## config.mk

```make
export PLATFORM = sky130hd
export DESIGN_NAME = uart_tx_arbiter
export DESIGN_NICKNAME = d
export VERILOG_FILES = /design/src/rtl/uart_tx_arbiter.sv
export SDC_FILE = /design/constraint.sdc
export NUM_CORES = 1
export LEC_CHECK = 0
export BUFFER_PORTS_ARGS = -buffer_cell sky130_fd_sc_hd__buf_2
export CAP_MARGIN = 40
export CORE_AREA = 4 4 76 78
export CTS_BUF_LIST = sky130_fd_sc_hd__clkbuf_8
export CTS_CLUSTER_SIZE = 25
export DETAILED_ROUTE_END_ITERATION = 7
export DIE_AREA = 0 0 80 82
export HOLD_SLACK_MARGIN = 0.06
export PLACE_DENSITY = 0.72
export SYNTH_ARGS = -nofsm -noshare
export SYNTH_HDL_FRONTEND = slang
export SYNTH_SLANG_ARGS = --single-unit
```

## constraint.sdc

```tcl
create_clock -name Clk -period 2.8 [get_ports Clk]
set_input_delay 0.14 -clock Clk [delete_from_list [all_inputs] [get_ports Clk]]
set_output_delay 0.14 -clock Clk [all_outputs]
set_load 0.02 [all_outputs]
```

## src/rtl/uart_tx_arbiter.sv

```systemverilog
// uart_tx_arbiter: round-robin arbiter with per-requester lock and a watchdog for one shared UART byte transmitter.
module uart_tx_arbiter #(
   parameter logic [15:0] TIMEOUT = 16'd10000
) (
   input  logic        Clk,
   input  logic        Reset_n,
   input  logic [3:0]  req,
   input  logic [3:0]  req_lock,
   input  logic [31:0] req_data,
   output logic [3:0]  ack,
   output logic        send_en,
   output logic [7:0]  tx_data,
   input  logic        tx_done,
   output logic [1:0]  owner,
   output logic        busy,
   output logic        timeout_err
);
   typedef enum logic [1:0] {IDLE, SEND, WAIT} state_t;
   state_t      state;
   logic [15:0] wdog;
   logic        lock_hold;
   logic [1:0]  w;
   always_comb begin
      w = owner;
      for (int k = 4; k >= 1; k--) w = req[owner + 2'(k)] ? owner + 2'(k) : w;
      w = (lock_hold && req[owner]) ? owner : w;
   end
   always_ff @(posedge Clk) begin
      if (!Reset_n) begin
         state       <= IDLE;
         ack         <= '0;
         send_en     <= 1'b0;
         tx_data     <= '0;
         owner       <= 2'd3;
         busy        <= 1'b0;
         timeout_err <= 1'b0;
         lock_hold   <= 1'b0;
         wdog        <= '0;
      end else begin
         ack         <= '0;
         send_en     <= 1'b0;
         timeout_err <= 1'b0;
         case (state)
            IDLE: begin
               if (lock_hold && !req[owner]) lock_hold <= 1'b0;
               if (|req) begin
                  tx_data <= req_data[{w, 3'b000} +: 8];
                  owner   <= w;
                  ack     <= 4'd1 << w;
                  send_en <= 1'b1;
                  busy    <= 1'b1;
                  state   <= SEND;
                  if (w != owner) lock_hold <= 1'b0;
               end
            end
            SEND: begin
               wdog  <= '0;
               state <= WAIT;
            end
            WAIT: begin
               wdog <= wdog + 16'd1;
               if (tx_done) begin
                  lock_hold <= req_lock[owner];
                  busy      <= 1'b0;
                  state     <= IDLE;
               end else if (wdog + 16'd1 == TIMEOUT) begin
                  timeout_err <= 1'b1;
                  lock_hold   <= 1'b0;
                  busy        <= 1'b0;
                  state       <= IDLE;
               end
            end
            default: state <= IDLE;
         endcase
      end
   end
endmodule

```

==> summary.txt, run 1 <==
Die
  – Initial Utilization: 42.7%
  – Overall die area: 6560 sq um
  – Number of placement rows: 26
  – Chip height: 82 um
  – Standard cell core area: 5070 sq um
  – Die X-Extent: 80 um
  – Number of primary I/O pins: 60

Critical path
  – Worst setup path startpoint: wdog[1]
  – Length in cells of the worst reg-to-reg path: 8
  – Buf+Inv Stages, Crit Path: 0
  – Cells along the critical path: ha_1 > and4_1 > a21oi_1 > o311ai_0 > a21oi_1 > or4b_4 > or2b_1 > a21oi_1
  – Startpoint kind of the worst setup timing path: flop
  – Critical path data arrival time: 2.76 ns
  – Reg-to-Reg End: busy
  – Critical path class: flop to flop
  – Crit end category: flop
  – Required time worst endpoint: 3.03 ns
  – Reg-to-reg slack, setup: 0.27 ns
  – Worst setup endpoint: busy
  – Origin of the critical flop-to-flop path: wdog[1]
  – Largest driver fanout on the critical path: 8
  – Highest-delay cell along the critical path: o311ai_0
  – Most prevalent standard cell on the critical path: a21oi_1
  – Family with the most delay on the worst path: compound AO/OA/AOI/OAI gates
  – Count of cell instances traversed by the critical path: 8
  – Crit path largest cell delay: 0.55 ns

Run
  – Max Cap Violations: 0

Clocking
  – Hold-fix buffers, CTS: 0
  – Cts bufs inserted: 5
  – Gates resized, CTS repair: 0
  – Number of buffers added for setup after CTS: 0
  – Buffer depth of the longest clock path: 2
  – Worst-skew pair later-pin latency: 0.29 ns
  – Number of H-tree branching levels: 2
  – CTS Sinks: 36
  – Post-CTS clock slew at the launch and capture registers of the worst setup and hold paths: 0.08 ns
  – Root cell of the clock tree: clkbuf_8
  – Clock tree from TritonCTS: done

Global route
  – Global-route wire length before repair: 8980 um
  – GRT Resource Usage Total: 16.8%
  – Antenna violations before repair: 0
  – Global route overflow: 0
  – Maximum number of pins on one net before global-route repair: 22
  – Via count of the first global-routing pass: 2,083

Layout
  – Most common cell after layout, fill and taps aside: buf_2
  – Top library cells by usage in the layout, fill and taps aside: buf_2, nand2_1, dfxtp_1, nor2_1, a21oi_1
  – Number of nets in the layout: 378
  – Layout-stage area growth over the synthesis result: 21.8%
  – Layout cells sized above 1: 26.0%
  – Ant diodes: 0

Routing
  – Wire length reported by the detailed router: 5160 um
  – Post-DR vias/cell: 5.37
  – Count of TritonRoute iterations in the first routing pass: 4
  – First DRT Iteration DRCs: 92
  – WL/cell: 12.9 um
  – DR vias: 2,154
  – Antenna viol nets, final: 0
  – Number of remaining DRC errors: 0

STA
  – Clock skew after layout: 0.00796 ns
  – Share of the clock period used by the worst path: 90.4%
  – Slew at the pin closest to its max-slew limit: 0.616 ns
  – Post-Route Setup TNS: 0 ns
  – Setup repair after global routing missed its margin: false
  – Final Hold Fails: 0
  – Number of max-slew violations in the final report: 0
  – Slew HR: 58.4%
  – Highest clock frequency the design can meet: 395 MHz
  – Crit path time final: 2.53 ns
  – Hold_ws: 0.132 ns
  – Final setup violation count: 0

Power and ir drop
  – Worst IR drop on VDD: 0.307 mV
  – Leakage power: 0.00112 uW
  – Pwr per Cell Area: 579 nW/um^2

Run status
  – Outcome: finished clean

Synthesis
  – Cell type with the largest total area after synthesis: dfxtp_1
  – Number of register bits inferred by synthesis: 36
  – Sequential-to-total area share from yosys stat: 33.3%
  – Mean Syn Cell Area: 7.81 sq um
  – Post-synthesis cell count: 277
  – Top-area cell type share of the netlist area: 33.3%
  – Summed instance area of the synthesized netlist: 2160 sq um
  – Share of synthesized registers carrying an async set or reset: 0%
  – Post-synthesis net count: 325
  – Post-synthesis cell type count: 47
  – Cell types occupying the most area after synthesis: dfxtp_1, mux2i_1, nand2_1
  – Number of enable flip-flop cells after synthesis: 0
  – Number of warnings issued by yosys: 0
  – Main flop type after synthesis: dfxtp_1

Placed design
  – DPL Wire Length: 3890 um
  – Placer Congestion: 0.882
  – Total of buffers placed on input and output ports: 59

Min path
  – Min-Delay Path Class: input port to flop
-- cells in the mapped netlist (all sizes together), types with 2 or more instances --
library cell,instances
a22oi,2
nor3b,2
a32oi,2
a21oi,21
a31oi,2
clkbuf,13
o21ai,8
xor2,3
nand2b,3
mux2i,17
nand2,39
mux4,2
ha,5
and4,2
or2b,2
nand4,5
dfxtp,36
or3,3
inv,10
nor4,4
buf,7
nor3,16
o221ai,11
nand3,17
nor2,25
o211ai,2
-- state kept, by name, summed over array words and instances (netlist names), 2 cells and up --
register	count
ack	4
tx_data	8
wdog	16
state	2
owner	2
-- worst min-delay path by stage --
stage            startpoint          to  slack [ns]  cells past startpoint
2_1_floorplan       tx_done        busy        0.31                      2
3_3_place_gp   req_data[19]  tx_data[3]        0.43                      3
3_5_place_dp        tx_done        busy        0.45                      3
4_1_cts             tx_done        busy        0.12                      3
5_1_grt        req_data[19]  tx_data[3]        0.13                      3
6_report            tx_done        busy        0.13                      3
-- cells by family after synthesis --
logic type / Yosys count / synth area share [%]
xor+xnor: 4 / 1.62
compound gates: 54 / 16.7
flops: 36 / 33.3
fa+ha+maj: 5 / 2.89
simple gates: 127 / 29.3
mux: 20 / 10.5
buf+inv: 31 / 5.72
-- power by group --
group	switching, uW	internal (uW)
registers	40.1	565
logic	263	188
clock network	202	268
-- metal layers --
metal / routed length, um / global-route usage [%] / share of wire, % / vias to the layer above
li1: - / - / - / 1101
met1: 2430 / 20.5 / 47 / 992
met2: 2450 / 29.4 / 47 / 57
met3: 257 / 4.17 / 5.0 / 4
met4: 26 / 4.56 / 0.50 / 0
met5: 0 / 0 / 0 / -
-- per-stage QoR --
step / utilization, % / instances / setup slack, ns / total power [uW] / cell area (sq um)
detailed placement: 49.7 / 393 / 0.304 / 1070 / 2520
floorplan: - / 277 / 0.363 / 924 / 2160
global placement: 49.7 / 393 / 0.412 / 1060 / 2520
CTS: 52.0 / 401 / 0.291 / 1550 / 2640
finish: 52.0 / 401 / 0.268 / 1530 / 2640
global route: 52.0 / 401 / 0.0419 / 1620 / 2640
-- worst min-delay path: stages --
cell and delay [ns]:
buf_2 0.10, or2b_1 0.09, a21oi_1 0.05
-- final cells by class --
cell class | instances | area [sq um]
clock buffers | 5 | 68.8
inverters | 11 | 41.3
multi-input cells | 210 | 1330
clock inverters | 3 | 46.3
flip-flops and latches | 36 | 721
repair buffers | 66 | 348
well taps | 70 | 87.6
fillers | 494 | 2440
No activity file was read; power rests on OpenSTA's default activity.
==> run 2, diff against run 1 <==
- CORE_AREA: 4 4 76 78 -> 4 4 75 77
- DIE_AREA: 0 0 80 82 -> 0 0 79 81
- PLACE_DENSITY: 0.72 -> 0.73
==> run 2 against run 1 <==
Compared with the run above:
- non-clock buffer count down 1
- sequential power is essentially flat
- worst hold slack gained 0.0035 ns
- utilization rose by 0.53 points
- via count increased by 0.19%
- first-iteration DRC count up 15%
- clock power about the same
- sequential share of layout area increased by 0.078 points
- fmax shrank 2.9%
- power rose by 0.15%
- die area decreased by 2.5%
- global-route usage up 0.42 points
- critical path type unchanged
- largest cell class unchanged
==> summary.txt, run 2 (synthesized netlist as in run 1, its figures left out) <==
Global route
  – Global route overflow: 0
  – Via count of the first global-routing pass: 1,976
  – GRT Resource Usage Total: 17.2%
  – Antenna violations before repair: 0
  – Maximum number of pins on one net before global-route repair: 22
  – Global-route wire length before repair: 8840 um

Clocking
  – Number of buffers added for setup after CTS: 0
  – Buffer depth of the longest clock path: 2
  – Number of H-tree branching levels: 2
  – Post-CTS clock slew at the launch and capture registers of the worst setup and hold paths: 0.08 ns
  – Worst-skew pair later-pin latency: 0.30 ns
  – Clock tree from TritonCTS: done
  – Gates resized, CTS repair: 0
  – Hold-fix buffers, CTS: 0
  – Cts bufs inserted: 5
  – Root cell of the clock tree: clkbuf_8
  – CTS Sinks: 36

Power and ir drop
  – Worst IR drop on VDD: 0.275 mV
  – Pwr per Cell Area: 581 nW/um^2
  – Overall power of the completed layout: 1530 uW
  – Leakage power: 0.00111 uW

STA
  – Final setup violation count: 0
  – Clock skew after layout: 0.00916 ns
  – Share of the clock period used by the worst path: 93.2%
  – Post-route setup slack: 0.191 ns
  – Final Hold Fails: 0
  – Highest clock frequency the design can meet: 383 MHz
  – Slew at the pin closest to its max-slew limit: 0.615 ns
  – Slew HR: 58.5%
  – Setup repair after global routing missed its margin: false
  – Hold_ws: 0.135 ns
  – Number of max-slew violations in the final report: 0
  – Crit path time final: 2.61 ns
  – Post-Route Setup TNS: 0 ns

Die
  – Number of primary I/O pins: 60
  – Standard cell core area: 5010 sq um
  – Die X-Extent: 79 um
  – Chip height: 81 um
  – Number of placement rows: 26
  – Initial Utilization: 43.2%
  – Overall die area: 6400 sq um

Routing
  – WL/cell: 13.4 um
  – Count of TritonRoute iterations in the first routing pass: 4
  – First DRT Iteration DRCs: 106
  – Post-DR vias/cell: 5.40
  – DR vias: 2,158
  – Antenna viol nets, final: 0
  – Number of remaining DRC errors: 0
  – Wire length reported by the detailed router: 5380 um

Critical path
  – Buf+Inv Stages, Crit Path: 0
  – Cells along the critical path: ha_1 > and4_1 > a21oi_1 > o311ai_0 > a21oi_1 > or4b_4 > or2b_1 > a21oi_1
  – Most prevalent standard cell on the critical path: a21oi_1
  – Highest-delay cell along the critical path: o311ai_0
  – Crit end category: flop
  – Family with the most delay on the worst path: compound AO/OA/AOI/OAI gates
  – Largest driver fanout on the critical path: 8
  – Crit path largest cell delay: 0.55 ns
  – Startpoint kind of the worst setup timing path: flop
  – Critical path data arrival time: 2.83 ns
  – Required time worst endpoint: 3.03 ns
  – Critical path class: flop to flop

Layout
  – Layout-stage area growth over the synthesis result: 21.5%
  – Ant diodes: 0
  – Most common cell after layout, fill and taps aside: buf_2
  – Register name with the most flops: wdog
  – Layout cells sized above 1: 25.8%
  – Max FFs per register: 16
  – Fill cell total of the finished layout: 501
  – Post-Route Utilization: 52.5%
  – Registers with the most flip-flops: wdog x16, tx_data x8, ack x4
  – Number of nets in the layout: 377
  – Top library cells by usage in the layout, fill and taps aside: buf_2, nand2_1, dfxtp_1, nor2_1, a21oi_1

Min path
  – Min-Delay Path Class: input port to flop

Placed design
  – DPL Wire Length: 4010 um
  – Placer Congestion: 0.872
  – Total of buffers placed on input and output ports: 59
  – Pre-CTS setup slack: 0.290 ns

Run
  – Max Cap Violations: 0

Run status
  – Outcome: finished clean
run 2: cell type report:
type / instances / area [sq um] / share of cell area [%]
tap: 70 / 87.6 / 3.33
timing repair buffer: 65 / 340 / 12.9
inverter: 11 / 41.3 / 1.57
clock inverter: 3 / 46.3 / 1.76
multi-input combinational: 210 / 1330 / 50.4
sequential: 36 / 721 / 27.4
clock buffer: 5 / 68.8 / 2.62
run 2: worst min-delay path: cells and delay by family:
family	cells	cell delay, ns
buffers and inverters	1	0.07
muxes	1	0.06
AOI/OAI and AO/OA	1	0.13
run 2: final timing paths:
| check | from | endpoint | slack [ns] | cells after the start |
|---|---|---|---|---|
| max | wdog[1] | busy | 0.19 | 8 |
| min | req_data[3] | tx_data[3] | 0.14 | 3 |
| max reg2reg | wdog[1] | busy | 0.19 | 8 |
| min reg2reg | tx_data[6] | tx_data[6] | 0.49 | 2 |
run 2: metrics by stage:
step                      instance area [sq um]  std cells
after global routing                       2630        400
after CTS                                  2630        400
after global placement                     2510        392
after floorplan                            2160        277
final                                      2630        400
after detailed placement                   2510        392
run 2: report_power, final:
part / internal (uW) / switching (uW) / total [uW] / leakage [uW]
clock: 268 / 204 / 472 / 0.0000548
sequential: 565 / 39.4 / 605 / 0.000294
combinational: 186 / 266 / 452 / 0.000765
total: 1020 / 510 / 1530 / 0.00111
run 2: metal layers:
layer / GRT usage, % / wire, um / up-vias
li1: - / - / 1099
met1: 20.2 / 2300 / 962
met2: 29.5 / 2530 / 84
met3: 4.66 / 420 / 13
met4: 7.56 / 123 / 0
met5: 0 / 0 / -
==> run 3, diff against run 2 <==
- RECOVER_POWER: not set -> 50
==> run 3 against run 2 <==
Compared with the run above:
- power down 1.1%
- sequential power about the same
- global-route usage is the same
- final area shrank 0.95%
- highest routed layer unchanged
- register-to-register slack improved by 0.02 ns
- wire length fell by 0.52%
- clock power fell by 0.8%
- first-iteration DRC count increased by 33%
- utilization is 0.50 points lower
==> summary.txt, run 3 (synthesized netlist as in run 1, its figures left out) <==
Run status
  – Outcome: finished clean

Routing
  – DR vias: 2,157
  – Number of remaining DRC errors: 0
  – First DRT Iteration DRCs: 141
  – Post-DR vias/cell: 5.39
  – WL/cell: 13.4 um
  – Count of TritonRoute iterations in the first routing pass: 4
  – Wire length reported by the detailed router: 5350 um
  – Antenna viol nets, final: 0

STA
  – Clock skew after layout: 0.00874 ns
  – Final setup violation count: 0
  – Share of the clock period used by the worst path: 92.5%
  – Slew HR: 51.4%
  – Setup repair after global routing missed its margin: false
  – Number of max-slew violations in the final report: 0
  – Post-Route Setup TNS: 0 ns
  – Highest clock frequency the design can meet: 386 MHz
  – Slew at the pin closest to its max-slew limit: 0.728 ns
  – Final Hold Fails: 0
  – Crit path time final: 2.59 ns
  – Post-route setup slack: 0.211 ns

Critical path
  – Critical path data arrival time: 2.81 ns
  – Length in cells of the worst reg-to-reg path: 8
  – Critical path class: flop to flop
  – Startpoint kind of the worst setup timing path: flop
  – Largest driver fanout on the critical path: 8
  – Family with the most delay on the worst path: compound AO/OA/AOI/OAI gates
  – Most prevalent standard cell on the critical path: a21oi_1
  – Count of cell instances traversed by the critical path: 8
  – Crit end category: flop
  – Buf+Inv Stages, Crit Path: 0
  – Crit path largest cell delay: 0.53 ns
  – Origin of the critical flop-to-flop path: wdog[1]
  – Highest-delay cell along the critical path: o311ai_0
  – Required time worst endpoint: 3.02 ns
  – Worst setup path startpoint: wdog[1]
  – Cells along the critical path: ha_1 > and4_1 > a21oi_1 > o311ai_0 > a21oi_1 > or4b_4 > or2b_1 > a21oi_1

Global route
  – Global route overflow: 0
  – GRT Resource Usage Total: 17.2%
  – Antenna violations before repair: 0
  – Most Crowded Layer GR: met2
  – Global-route track usage on met1: 20.2%
  – Global-route met2 utilization: 29.5%
  – Via count of the first global-routing pass: 1,976
  – Global routing usage on met3: 4.66%
  – Maximum number of pins on one net before global-route repair: 22
  – Global-route wire length before repair: 8840 um

Placed design
  – Placer Congestion: 0.872
  – Pre-CTS setup slack: 0.290 ns
  – Number of placed instances, taps included: 392
  – DPL Wire Length: 4010 um
  – Total of buffers placed on input and output ports: 59

Clocking
  – Root cell of the clock tree: clkbuf_8
  – Number of buffers added for setup after CTS: 0
  – Worst-skew pair later-pin latency: 0.29 ns
  – Hold-fix buffers, CTS: 0
  – Cts bufs inserted: 5
  – Buffer depth of the longest clock path: 2
  – Clock tree from TritonCTS: done
  – Number of H-tree branching levels: 2
  – Gates resized, CTS repair: 0
  – CTS Sinks: 36
  – Post-CTS clock slew at the launch and capture registers of the worst setup and hold paths: 0.08 ns

Layout
  – Ant diodes: 0
  – Most common cell after layout, fill and taps aside: buf_2
  – Registers with the most flip-flops: wdog x16, tx_data x8, ack x4
  – Top library cells by usage in the layout, fill and taps aside: buf_2, nand2_1, dfxtp_1, nor2_1, a21oi_1
  – Layout-stage area growth over the synthesis result: 20.3%
  – Fill cell total of the finished layout: 509
  – Count of non-filler cells in the finished layout: 400
  – Max FFs per register: 16
  – Register name with the most flops: wdog
  – Post-Route Utilization: 52.0%
  – Number of nets in the layout: 377
  – Layout cells sized above 1: 20.3%

Power and ir drop
  – Sw power: 506 uW
  – Int Pwr: 1010 uW
  – Worst IR drop on VDD: 0.275 mV
  – Share of power burned in combinational logic: 29.0%
  – Sequential group share of total power: 40.0%
  – Leakage power: 0.00105 uW
  – Switching part of the total power: 33.5%
  – Clk network pwr share: 31.0%
  – Pwr per Cell Area: 580 nW/um^2

Run
  – Max Cap Violations: 0

Die
  – Standard cell core area: 5010 sq um
  – Die X-Extent: 79 um
  – Initial Utilization: 43.2%
  – Chip height: 81 um
  – Overall die area: 6400 sq um
  – Number of primary I/O pins: 60
  – Number of placement rows: 26

Min path
  – Hold Path Cell Cnt: 3
  – Min-Delay Path Class: input port to flop
  – Origin of the worst min-delay path: req_data[3]
## run 3: worst reg2reg max path, cell delays in order (launching register included)
cell      delay, ns
dfxtp_1        0.47
ha_1           0.35
and4_1         0.35
a21oi_1        0.06
o311ai_0       0.53
a21oi_1        0.14
or4b_4         0.26
or2b_1         0.22
a21oi_1        0.13
## run 3: stage by stage
step / instance area [sq um] / hold slack [ns] / total power, uW
detailed placement: 2510 / 0.451 / 1070
floorplan: 2160 / 0.309 / 924
finish: 2610 / 0.138 / 1510
CTS: 2630 / 0.129 / 1550
global route: 2610 / 0.156 / 1600
global placement: 2510 / 0.431 / 1060
## run 3: cell type report
class                      instances  area, sq um  area share, %
multi-input combinational        210         1330           50.9
sequential                        36          721           27.7
timing repair buffer              65          315           12.1
tap                               70         87.6           3.36
clock buffer                       5         68.8           2.64
clock inverter                     3         46.3           1.78
inverter                          11         41.3           1.59
## run 3: metal layers
layer | part of all wire (%) | vias to the layer above
met3 | 7.1 | 8
met4 | 1.7 | 0
met2 | 48 | 80
met1 | 43 | 968
met5 | 0 | -
li1 | - | 1101
## run 3: path summary, 6_finish.rpt
| kind | slack (ns) | to |
|---|---|---|
| min reg2reg | 0.50 | tx_data[6] |
| max reg2reg | 0.21 | busy |
| max | 0.21 | busy |
| min | 0.14 | tx_data[3] |
## run 3: power by group through the flow
stage | Clock [uW] | Combinational, uW | Sequential, uW
finish | 468 | 438 | 605
CTS | 485 | 456 | 605
global route | 502 | 485 | 613
detailed placement | 0 | 454 | 615
floorplan | 0 | 264 | 660
global placement | 0 | 444 | 618
